$ cat config.mk
export PLATFORM = sky130hd
export DESIGN_NAME = mmio_peripherals
export DESIGN_NICKNAME = d
export VERILOG_FILES = /design/src/rtl/mmio_pkg.sv /design/src/rtl/mmio_timer.sv /design/src/rtl/mmio_peripherals.sv
export SDC_FILE = /design/constraint.sdc
export NUM_CORES = 1
export LEC_CHECK = 0
export CORE_MARGIN = 5
export CORE_UTILIZATION = 55
export DETAILED_ROUTE_END_ITERATION = 16
export HOLD_SLACK_MARGIN = 0.15
export PLACE_DENSITY = 0.88
export SYNTH_ARGS = -nofsm -noshare
export SYNTH_HDL_FRONTEND = slang
export SYNTH_HIERARCHICAL = 1
export SYNTH_SLANG_ARGS = --single-unit
$ cat constraint.sdc
create_clock -name clk -period 6.25 [get_ports clk]
set_input_delay 0.9375 -clock clk [delete_from_list [all_inputs] [get_ports clk]]
set_output_delay 0.9375 -clock clk [all_outputs]
set_load 0.01 [all_outputs]
$ cat src/rtl/mmio_pkg.sv
// Shared definitions for the memory-mapped peripheral block: register offsets
// within the I/O window, timer control bit positions and write-enable bundle.
package mmio_pkg;

    localparam logic [31:0] OFF_TH      = 32'h0000_0000;
    localparam logic [31:0] OFF_TL      = 32'h0000_0004;
    localparam logic [31:0] OFF_TCON    = 32'h0000_0008;
    localparam logic [31:0] OFF_LED     = 32'h0000_000C;
    localparam logic [31:0] OFF_DIGI    = 32'h0000_0010;
    localparam logic [31:0] OFF_SYSTICK = 32'h0000_0014;

    // One past the last register word; anything at or above this misses.
    localparam logic [31:0] WINDOW_BYTES = 32'h0000_0018;

    localparam int TCON_EN = 0;
    localparam int TCON_IE = 1;
    localparam int TCON_IS = 2;
    localparam int TCON_W  = 3;

    localparam logic [31:0] TL_MAX = 32'hFFFF_FFFF;

    // Per-register write strobes produced by the address decoder.
    typedef struct packed {
        logic th;
        logic tl;
        logic tcon;
        logic led;
        logic digi;
    } reg_we_t;

endpackage

$ cat src/rtl/mmio_timer.sv
// Reloadable 32-bit up-counter with sticky overflow status and a registered
// interrupt request. Bus writes always take priority over hardware updates.
module mmio_timer
    import mmio_pkg::*;
(
    input  logic              clk,
    input  logic              reset,
    input  logic              we_th,
    input  logic              we_tl,
    input  logic              we_tcon,
    input  logic [31:0]       wdata,
    output logic [31:0]       th,
    output logic [31:0]       tl,
    output logic [TCON_W-1:0] tcon,
    output logic              irq
);

    logic ovf;

    // Overflow happens on the edge where an enabled counter sits at all-ones.
    assign ovf = tcon[TCON_EN] && (tl == TL_MAX);

    // Reload/count, sticky status set and one-cycle-late irq, with bus writes winning.
    always_ff @(posedge clk) begin
        if (reset) begin
            th   <= '0;
            tl   <= '0;
            tcon <= '0;
            irq  <= 1'b0;
        end else begin
            if (we_th) begin
                th <= wdata;
            end

            // Reload reads th before this edge, so a same-edge TH write is not used.
            if (we_tl) begin
                tl <= wdata;
            end else if (tcon[TCON_EN]) begin
                tl <= ovf ? th : tl + 32'd1;
            end

            // Status is only ever cleared by software writing bit 2 low.
            if (we_tcon) begin
                tcon <= wdata[TCON_W-1:0];
            end else if (ovf && tcon[TCON_IE]) begin
                tcon[TCON_IS] <= 1'b1;
            end

            irq <= tcon[TCON_IE] & tcon[TCON_IS];
        end
    end

endmodule

$ cat src/rtl/mmio_peripherals.sv
// I/O window on the CPU data bus: address decode, combinational read mux,
// LED / 7-segment registers, free-running tick counter and the timer.
module mmio_peripherals
    import mmio_pkg::*;
#(
    parameter logic [31:0] BASE_ADDR  = 32'h4000_0000,
    parameter int          LED_WIDTH  = 8,
    parameter int          DIGI_WIDTH = 12
) (
    input  logic                  clk,
    input  logic                  reset,
    input  logic                  MemRead,
    input  logic                  MemWrite,
    input  logic [31:0]           Address,
    input  logic [31:0]           WriteData,
    output logic [31:0]           ReadData,
    output logic                  hit,
    output logic                  irq,
    output logic [LED_WIDTH-1:0]  leds,
    output logic [DIGI_WIDTH-1:0] digi
);

    logic [31:0]       offset;
    logic [31:0]       rdata;
    logic [31:0]       th;
    logic [31:0]       tl;
    logic [31:0]       systick;
    logic [TCON_W-1:0] tcon;
    reg_we_t           we;
    logic [1:0]        unused_addr_bits;

    // Byte lane bits play no part in register selection.
    assign unused_addr_bits = Address[1:0];

    // Addresses below the base wrap to huge offsets and therefore miss.
    assign offset = {Address[31:2], 2'b00} - BASE_ADDR;
    assign hit    = (offset < WINDOW_BYTES);

    // Decode one register word into its write strobe and its zero-extended read value.
    always_comb begin
        we    = '0;
        rdata = '0;
        case (offset)
            OFF_TH: begin
                we.th = MemWrite;
                rdata = th;
            end
            OFF_TL: begin
                we.tl = MemWrite;
                rdata = tl;
            end
            OFF_TCON: begin
                we.tcon             = MemWrite;
                rdata[TCON_W-1:0]   = tcon;
            end
            OFF_LED: begin
                we.led                = MemWrite;
                rdata[LED_WIDTH-1:0]  = leds;
            end
            OFF_DIGI: begin
                we.digi               = MemWrite;
                rdata[DIGI_WIDTH-1:0] = digi;
            end
            OFF_SYSTICK: begin
                rdata = systick;
            end
            default: begin
            end
        endcase
    end

    assign ReadData = (MemRead && hit) ? rdata : 32'd0;

    mmio_timer u_timer (
        .clk     (clk),
        .reset   (reset),
        .we_th   (we.th),
        .we_tl   (we.tl),
        .we_tcon (we.tcon),
        .wdata   (WriteData),
        .th      (th),
        .tl      (tl),
        .tcon    (tcon),
        .irq     (irq)
    );

    // Output registers and the never-stopping tick counter.
    always_ff @(posedge clk) begin
        if (reset) begin
            leds    <= '0;
            digi    <= '0;
            systick <= '0;
        end else begin
            if (we.led) begin
                leds <= WriteData[LED_WIDTH-1:0];
            end
            if (we.digi) begin
                digi <= WriteData[DIGI_WIDTH-1:0];
            end
            systick <= systick + 32'd1;
        end
    end

endmodule

==> results list, run 1 <==
- Wire length per cell after detailed routing: 20.24 um
- Residual antenna-violating net count after detailed routing: 0
- Part of the total power dissipated in sequential elements: 40.7%
* Sequential fraction of the synthesis area: 33.86%
- The final max-slew violation count is 0.
- Global routing used 28.32% of the available tracks across all layers.
- The library cell used most frequently in the layout, excluding fill and tap cells, is sky130_fd_sc_hd__dfxtp_1.
- The mapped netlist covers 7096 um^2.
- Part of the power in combinational logic: 5.1%
* Relative max-transition margin: 21.37%
- Cells taking the most area after synthesis: sky130_fd_sc_hd__dfxtp_1 34%, sky130_fd_sc_hd__mux2i_1 5.6%, sky130_fd_sc_hd__a21oi_1 5.6%, sky130_fd_sc_hd__nor2_1 5.6%, sky130_fd_sc_hd__mux2_2 3.5%
- Count of clock tree sinks: 120
- The critical path in this run is classified as input port to output pin.
* Initial Utilization: 56.23%
- The number of setup buffers added after CTS is 0.
- At the worst endpoint, the arrival time is 4010 ps.
- R2r setup slk: 3170 ps
* Area of the die: 15,270 um^2
- Hold-fix buffers, CTS: 0
- Final weighted congestion of routability-driven global placement: 0.8594
- Later-pin clock latency in the skew report: 420 ps
- The initial antenna violation count is 0.
* Critical-path cell with the highest stage delay: sky130_fd_sc_hd__and4_1
* Min cycle time layout: 4952 ps
* Max_cap viols: 0
* Count of flip-flops with a built-in enable after synthesis: 0
- Max clock buf depth: 2
- Floorplan die width: 123.6 um
* Final Skew: 8.856 ps
* Post-DR vias/cell: 6.687
- Power density cells: 212.8 nW/um^2
- In the final layout, the share of cells above drive strength 1 is 10.29%.
* Post-detail-place hpwl: 14,410 um
- The detailed router finished its first iteration with 969 violations.
- Slew of the pin with the lowest slew margin: 1169 ps
- 122 I/O pins were placed.
- For this run, the share of the core covered by cells in the final layout is 70.48%.
* Hold path startpoint: u_timer/tcon[2]
- Measured along the y axis, the die boundary spans 123.6 um.
- Int Power: 1495 uW
- Entering global routing, the biggest net connects 96 pins.
- The analysis attributes to net switching a power of 398.1 uW.
* Overflow left after global routing: 0
- IR analysis of the VDD net gives a maximum drop of 0.0002370 V.
- Path category of the worst min-delay check: flip-flop to flip-flop
- Walking the worst path, the cells encountered are clkdlybuf4s50_1 -> nor4b_1 -> and4_1 -> nand4_1 -> nor2_1 -> clkdlybuf4s50_1.
- Fill cell count: 960
- Relative to the synthesized area, the layout overhead comes to 25.36%.
- For the final routed database, the setup TNS stands at 0 ps.
- Commonest cells after routing, fill and taps aside: 120 x sky130_fd_sc_hd__dfxtp_1, 116 x sky130_fd_sc_hd__clkdlybuf4s50_1, 104 x sky130_fd_sc_hd__nor2_1
* Top_reg_cell synth: sky130_fd_sc_hd__dfxtp_1
- Final Hold Viols: 0
- The number of antenna diodes in the final layout is 0.
- Startpoint type of the worst setup path: input port
- On the worst path, the slowest cell contributes a delay of 780 ps.
* CTS H-tree lvls: 4
* Critical path depth in cells: 6
- Routed wire length: 22,370 um
- The Yosys step of the flow raised 6 warnings.
- TritonCTS built the clock tree.
- Number of buffers inserted during clock tree synthesis: 17
- Of all cell types, the one taking the most synthesized area is sky130_fd_sc_hd__dfxtp_1.
* Number of buffers and inverters on the critical path: 2
- The via count of the first global-routing pass is 6,988.
- Switching part of the total: 21.03%
* Result of the run: complete, no violations
- During placement, the flow inserted port buffers numbering 119.
* Root cell of the clock tree: sky130_fd_sc_hd__clkbuf_16
* Clk pwr share: 54.3%
- Required time reported for the critical path endpoint: 5310 ps
- Of all nets on the critical path, the largest fanout is 22.
- Site Rows: 41
- For this run, the post-layout net count is 990.
* Detailed Routing Iterations Pass 1: 6
* Reg-to-Reg Start: u_timer/tcon[0]
* Count of instances resized after the clock tree is built: 0
* Top cell family by delay on the critical path: simple AND/OR/NAND/NOR gates
* Setup violations, final: 0
- P_leak: 0.002747 uW
- A synthesized cell averages 8.387 um^2.
* Share of synthesized flip-flops with an asynchronous set or reset: 0%
* Clk slew on worst S/H paths: 60 ps
- Synthesized flop and latch total: 120
- Core outline area: 12,620 um^2
- The worst hold path terminates at u_timer/irq.
* Part of the cycle the worst path needs: 79.23%
* Remaining routing DRC violations: 0
- For the worst flop-to-flop path, the logic depth is 6.
- Based on the critical path, the design can be clocked at up to 201.9 MHz.
- The routed layout has 7,389 vias.
* Setup repair after global routing missed its margin: false
* Endpoint class of the critical path: output pin
* Number of cells produced by synthesis: 846
- Fraction of post-synthesis cell area in the top cell type by area: 33.86%
* Worst hold slack: 470.6 ps
- Net count after synthesis: 916
- Dominant cell type by count on the critical path: sky130_fd_sc_hd__clkdlybuf4s50_1
* Number of cells traversed by the worst hold path: 2
- In this run the critical register-to-register path is captured at u_timer/tl[0].
* Distinct cell type count after synthesis: 59
* Wire length of the first global-routing pass: 34,610 um
power groups by stage:
stage / clock network, uW / registers (uW) / logic [uW]
after floorplan: 0 / 785 / 36.7
after global placement: 0 / 786 / 93.3
after detailed placement: 0 / 786 / 94.3
after CTS: 1030 / 770 / 94.9
after global routing: 1070 / 769 / 101
final: 1030 / 770 / 96.1
sequential cells by signal (all words and copies together), names as in the netlist:
name          flops
u_timer/th       32
systick          32
digi             12
leds              8
u_timer/irq       1
u_timer/tcon      3
u_timer/tl       32
per-stage QoR:
step	setup slack, ps	cell area, um^2	power, uW	cells
floorplan	2949	7096	821.8	846
global placement	1407	8263	879.1	1073
global route	1153	8895	1937	1105
finish	1298	8895	1893	1105
CTS	1333	8895	1895	1105
detailed placement	1370	8263	880.1	1073
cells in the mapped netlist (12+ instances only):
master / n
sky130_fd_sc_hd__buf_1: 12
sky130_fd_sc_hd__or4_1: 16
sky130_fd_sc_hd__nand2_1: 26
sky130_fd_sc_hd__nor4_1: 23
sky130_fd_sc_hd__nand4_1: 39
sky130_fd_sc_hd__inv_1: 17
sky130_fd_sc_hd__nor3b_1: 29
sky130_fd_sc_hd__a22oi_1: 25
sky130_fd_sc_hd__dfxtp_1: 120
sky130_fd_sc_hd__o21ai_0: 23
sky130_fd_sc_hd__clkbuf_1: 53
sky130_fd_sc_hd__mux2i_1: 40
sky130_fd_sc_hd__o31ai_1: 31
sky130_fd_sc_hd__nor3_1: 15
sky130_fd_sc_hd__a21oi_1: 79
sky130_fd_sc_hd__nor2_1: 105
sky130_fd_sc_hd__nand3_1: 26
sky130_fd_sc_hd__o22ai_1: 14
sky130_fd_sc_hd__mux2_2: 22
sky130_fd_sc_hd__xnor2_1: 20
cells by family (layout without fill, tap and decap cells):
kind of cell	Yosys count	in the layout	synth area share [%]
adders and majority gates	2	2	0.3526
xor gates and xnor gates	27	27	3.333
AOI/OAI and AO/OA	207	207	18.99
DFF	120	120	33.86
buffers and inverters	89	176	5.131
and+or+nand+nor	326	326	25.18
muxes	75	75	13.15
layout make-up:
cell class	instances	area [um^2]	area share [%]
Clock buffer	26	549.3	6.175
Clock inverter	6	82.58	0.9284
Inverter	17	63.81	0.7174
Multi-Input combinational cell	637	4343	48.83
Sequential cell	120	2402	27.01
Tap cell	172	215.2	2.419
Timing Repair Buffer	127	1239	13.93
tightest hold or removal path, delay by kind of cell (launching register included):
family / cells / cell delay, ps
and+or+nand+nor: 2 / 110
DFF: 1 / 320
how the worst max path moves through the flow:
| stage | start | end | slack [ps] |
|---|---|---|---|
| 2_1_floorplan | Address[7] | ReadData[12] | 2950 |
| 3_3_place_gp | Address[6] | ReadData[29] | 1410 |
| 3_5_place_dp | Address[6] | ReadData[30] | 1370 |
| 4_1_cts | Address[6] | ReadData[29] | 1330 |
| 5_1_grt | Address[6] | ReadData[29] | 1150 |
| 6_report | Address[6] | ReadData[0] | 1300 |
layer usage:
| layer | wire length (um) | GRT usage (%) | share of wire [%] | vias to the layer above |
|---|---|---|---|---|
| met2 | 10780 | 46.16 | 48 | 444 |
| met5 | 0 | 0 | 0 | - |
| li1 | - | - | - | 3345 |
| met4 | 594 | 11.14 | 2.7 | 0 |
| met3 | 1989 | 5.631 | 8.9 | 63 |
| met1 | 9008 | 36.98 | 40 | 3537 |
No activity file was read; power rests on OpenSTA's default activity.
==> run 2: changes to the inputs <==
--- a/config.mk
+++ b/config.mk
@@ -6,10 +6,10 @@
 export NUM_CORES = 1
 export LEC_CHECK = 0
 export CORE_MARGIN = 5
-export CORE_UTILIZATION = 55
+export CORE_UTILIZATION = 49
 export DETAILED_ROUTE_END_ITERATION = 16
 export HOLD_SLACK_MARGIN = 0.15
-export PLACE_DENSITY = 0.88
+export PLACE_DENSITY = 0.84
 export SYNTH_ARGS = -nofsm -noshare
 export SYNTH_HDL_FRONTEND = slang
 export SYNTH_HIERARCHICAL = 1
==> constraint.sdc (replaced) <==
create_clock -name clk -period 4.5 [get_ports clk]
set_input_delay 0.675 -clock clk [delete_from_list [all_inputs] [get_ports clk]]
set_output_delay 0.675 -clock clk [all_outputs]
set_load 0.01 [all_outputs]
==> results list, run 2 (synthesized netlist as in run 1, its figures left out) <==
* Overflow left after global routing: 0
- The final max-slew violation count was 0.
* Fill cell count: 1,192
- Count of vias placed by the detailed router: 7,277
- Dominant cell type by count on the critical path: sky130_fd_sc_hd__clkdlybuf4s50_1
- Summed over all layers, the routed wires come to 22,590 um.
* Floorplan die height: 130.3 um
* Quantity of I/O buffers inserted on ports: 119
* Boundary pin count: 122
- Area of the die: 16,990 um^2
- Path category of the worst min-delay check: flip-flop to flip-flop
- Critical path cell sequence: clkdlybuf4s50_1 -> nor4_1 -> and4_1 -> nand2_1 -> nor3b_1 -> clkdlybuf4s50_1
* Initial Utilization: 49.38%
* Min cycle time layout: 3895 ps
- After detailed routing, the number of vias per cell comes to 6.468.
- The largest individual stage delay along the critical path comes from the cell sky130_fd_sc_hd__clkdlybuf4s50_1.
- Pin count of the biggest net entering global routing: 71
- Residual antenna-violating net count after detailed routing: 0
* Count of instances resized after the clock tree is built: 0
* Endpoint class of the critical path: output pin
- Result of the run: complete, no violations
- Worst hold slack: 474.1 ps
* Remaining routing DRC violations: 0
- Later-pin clock latency in the skew report: 420 ps
- The via count of the first global-routing pass is 7,077.
- The initial antenna violation count is 0.
- Clock tree synthesis inserted a total of 17 buffers.
- Buffer count from post-CTS setup fixing: 0
- Global routing consumed, over all layers together, 26.65% of the routing resources.
* Count of clock tree sinks: 120
- P_leak: 0.002777 uW
- Root cell of the clock tree: sky130_fd_sc_hd__clkbuf_16
- Wire length per cell after detailed routing: 20.08 um
- 0 antenna diodes ended up in the layout.
- Relative max-transition margin: 40.63%
- Max Freq: 256.7 MHz
- The worst setup path is launched from an input port.
* Final Skew: 7.607 ps
- Data arrival time of the worst path: 3220 ps
- Power density cells: 289.1 nW/um^2
* Part of the cycle the worst path needs: 86.56%
- Site Rows: 44
- In this run the standard cell core region covers 14,370 um^2.
* Fraction of layout cells with a size suffix above 1: 11.05%
- The number of hold buffers added after CTS was 0.
* Setup repair after global routing missed its margin: false
* Sum of negative setup slack: 0 ps
* First-iteration detailed-routing DRC count: 782
- Leaving out fill and tap cells, the most frequent cell in the layout is sky130_fd_sc_hd__dfxtp_1.
- For this run, the detailed router's first-pass iteration total came to 7.
* Max clock buf depth: 2
- Required time reported for the critical path endpoint: 3830 ps
- In the final layout, the registers with the most flip-flops are systick x32, u_timer/th x32, u_timer/tl x32.
- Final total power: 2588 uW
* Maximum resistive drop on vdd: 0.0002811 V
- Routability-driven placement finished with a final weighted congestion of 0.8484.
- Clock-pin slew was measured on the worst setup and hold paths at 50 ps.
- Setup violations remaining at the end of the flow were counted as 0.
- Final Hold Viols: 0
- Max_cap viols: 0
- In this design, the stage delay of the slowest critical-path cell is 610 ps.
- For the pin with the worst max-slew slack, the measured transition is 887.3 ps.
- After legalization and detailed placement, the total HPWL measured 14,910 um.
- CTS H-tree lvls: 4
- Wire length of the first global-routing pass: 35,980 um
- The final layout contains 1,001 nets.
- Floorplan die width: 130.3 um
* Synthesis-to-layout area growth: 26.17%
- Commonest cells after routing, fill and taps aside: 120 x sky130_fd_sc_hd__dfxtp_1, 116 x sky130_fd_sc_hd__clkdlybuf4s50_1, 104 x sky130_fd_sc_hd__nor2_1
- The critical path in this run is classified as input port to output pin.
- Biggest fanout along the worst timing path: 8
* Clock tree from TritonCTS: done
## run 2: cell count changes in the layout (fill, tap and decap cells not counted)
| cell | change |
|---|---|
| sky130_fd_sc_hd__clkbuf_8 | -6 |
| sky130_fd_sc_hd__bufinv_16 | +1 |
| sky130_fd_sc_hd__clkinv_2 | +1 |
| sky130_fd_sc_hd__clkinvlp_4 | +1 |
| sky130_fd_sc_hd__buf_4 | +11 |
## run 2: power breakdown
group          internal, uW  switching, uW  leakage [uW]
Combinational          67.0           71.7       0.00152
Clock                   899            481      0.000289
Sequential             1070           3.35      0.000967
Total                  2030            556       0.00278
## run 2: per-stage QoR
step                util, %  instances  area (um^2)  worst slack, ps
global route          62.30       1125         8952            433.0
detailed placement    58.19       1096         8361            596.8
global placement      58.19       1096         8361            704.0
CTS                   62.30       1125         8952            563.4
floorplan                 -        846         7096             1724
finish                62.30       1125         8952            604.7
## run 2: critical path: cells and delay by family
family	cells	cell delay, ps
buf+inv	2	1090
simple gates	4	1450
## run 2: final cells by class
class	instances	area [um^2]	area share, %
Tap cell	184	230.2	2.572
Timing Repair Buffer	138	1321	14.76
Sequential cell	120	2402	26.83
Clock inverter	9	125.1	1.398
Clock buffer	20	466.7	5.213
Inverter	17	63.81	0.7128
Multi-Input combinational cell	637	4343	48.51
## run 2: layer usage
layer	up-vias	routed length (um)	global-route usage, %
met1	3430	9020	33.53
met3	63	2252	6.304
met4	0	726	11.07
li1	3352	-	-
met2	432	10590	43.96
met5	-	0	0
## run 2: final timing paths
path | slack, ps | to | startpoint | cells past startpoint
worst min-delay path | 470 | u_timer/irq | u_timer/tcon[2] | 2
worst min register to register | 470 | u_timer/irq | u_timer/tcon[2] | 2
worst max register to register | 1530 | u_timer/tl[15] | u_timer/tl[0] | 7
worst max-delay path | 600 | ReadData[8] | Address[12] | 6
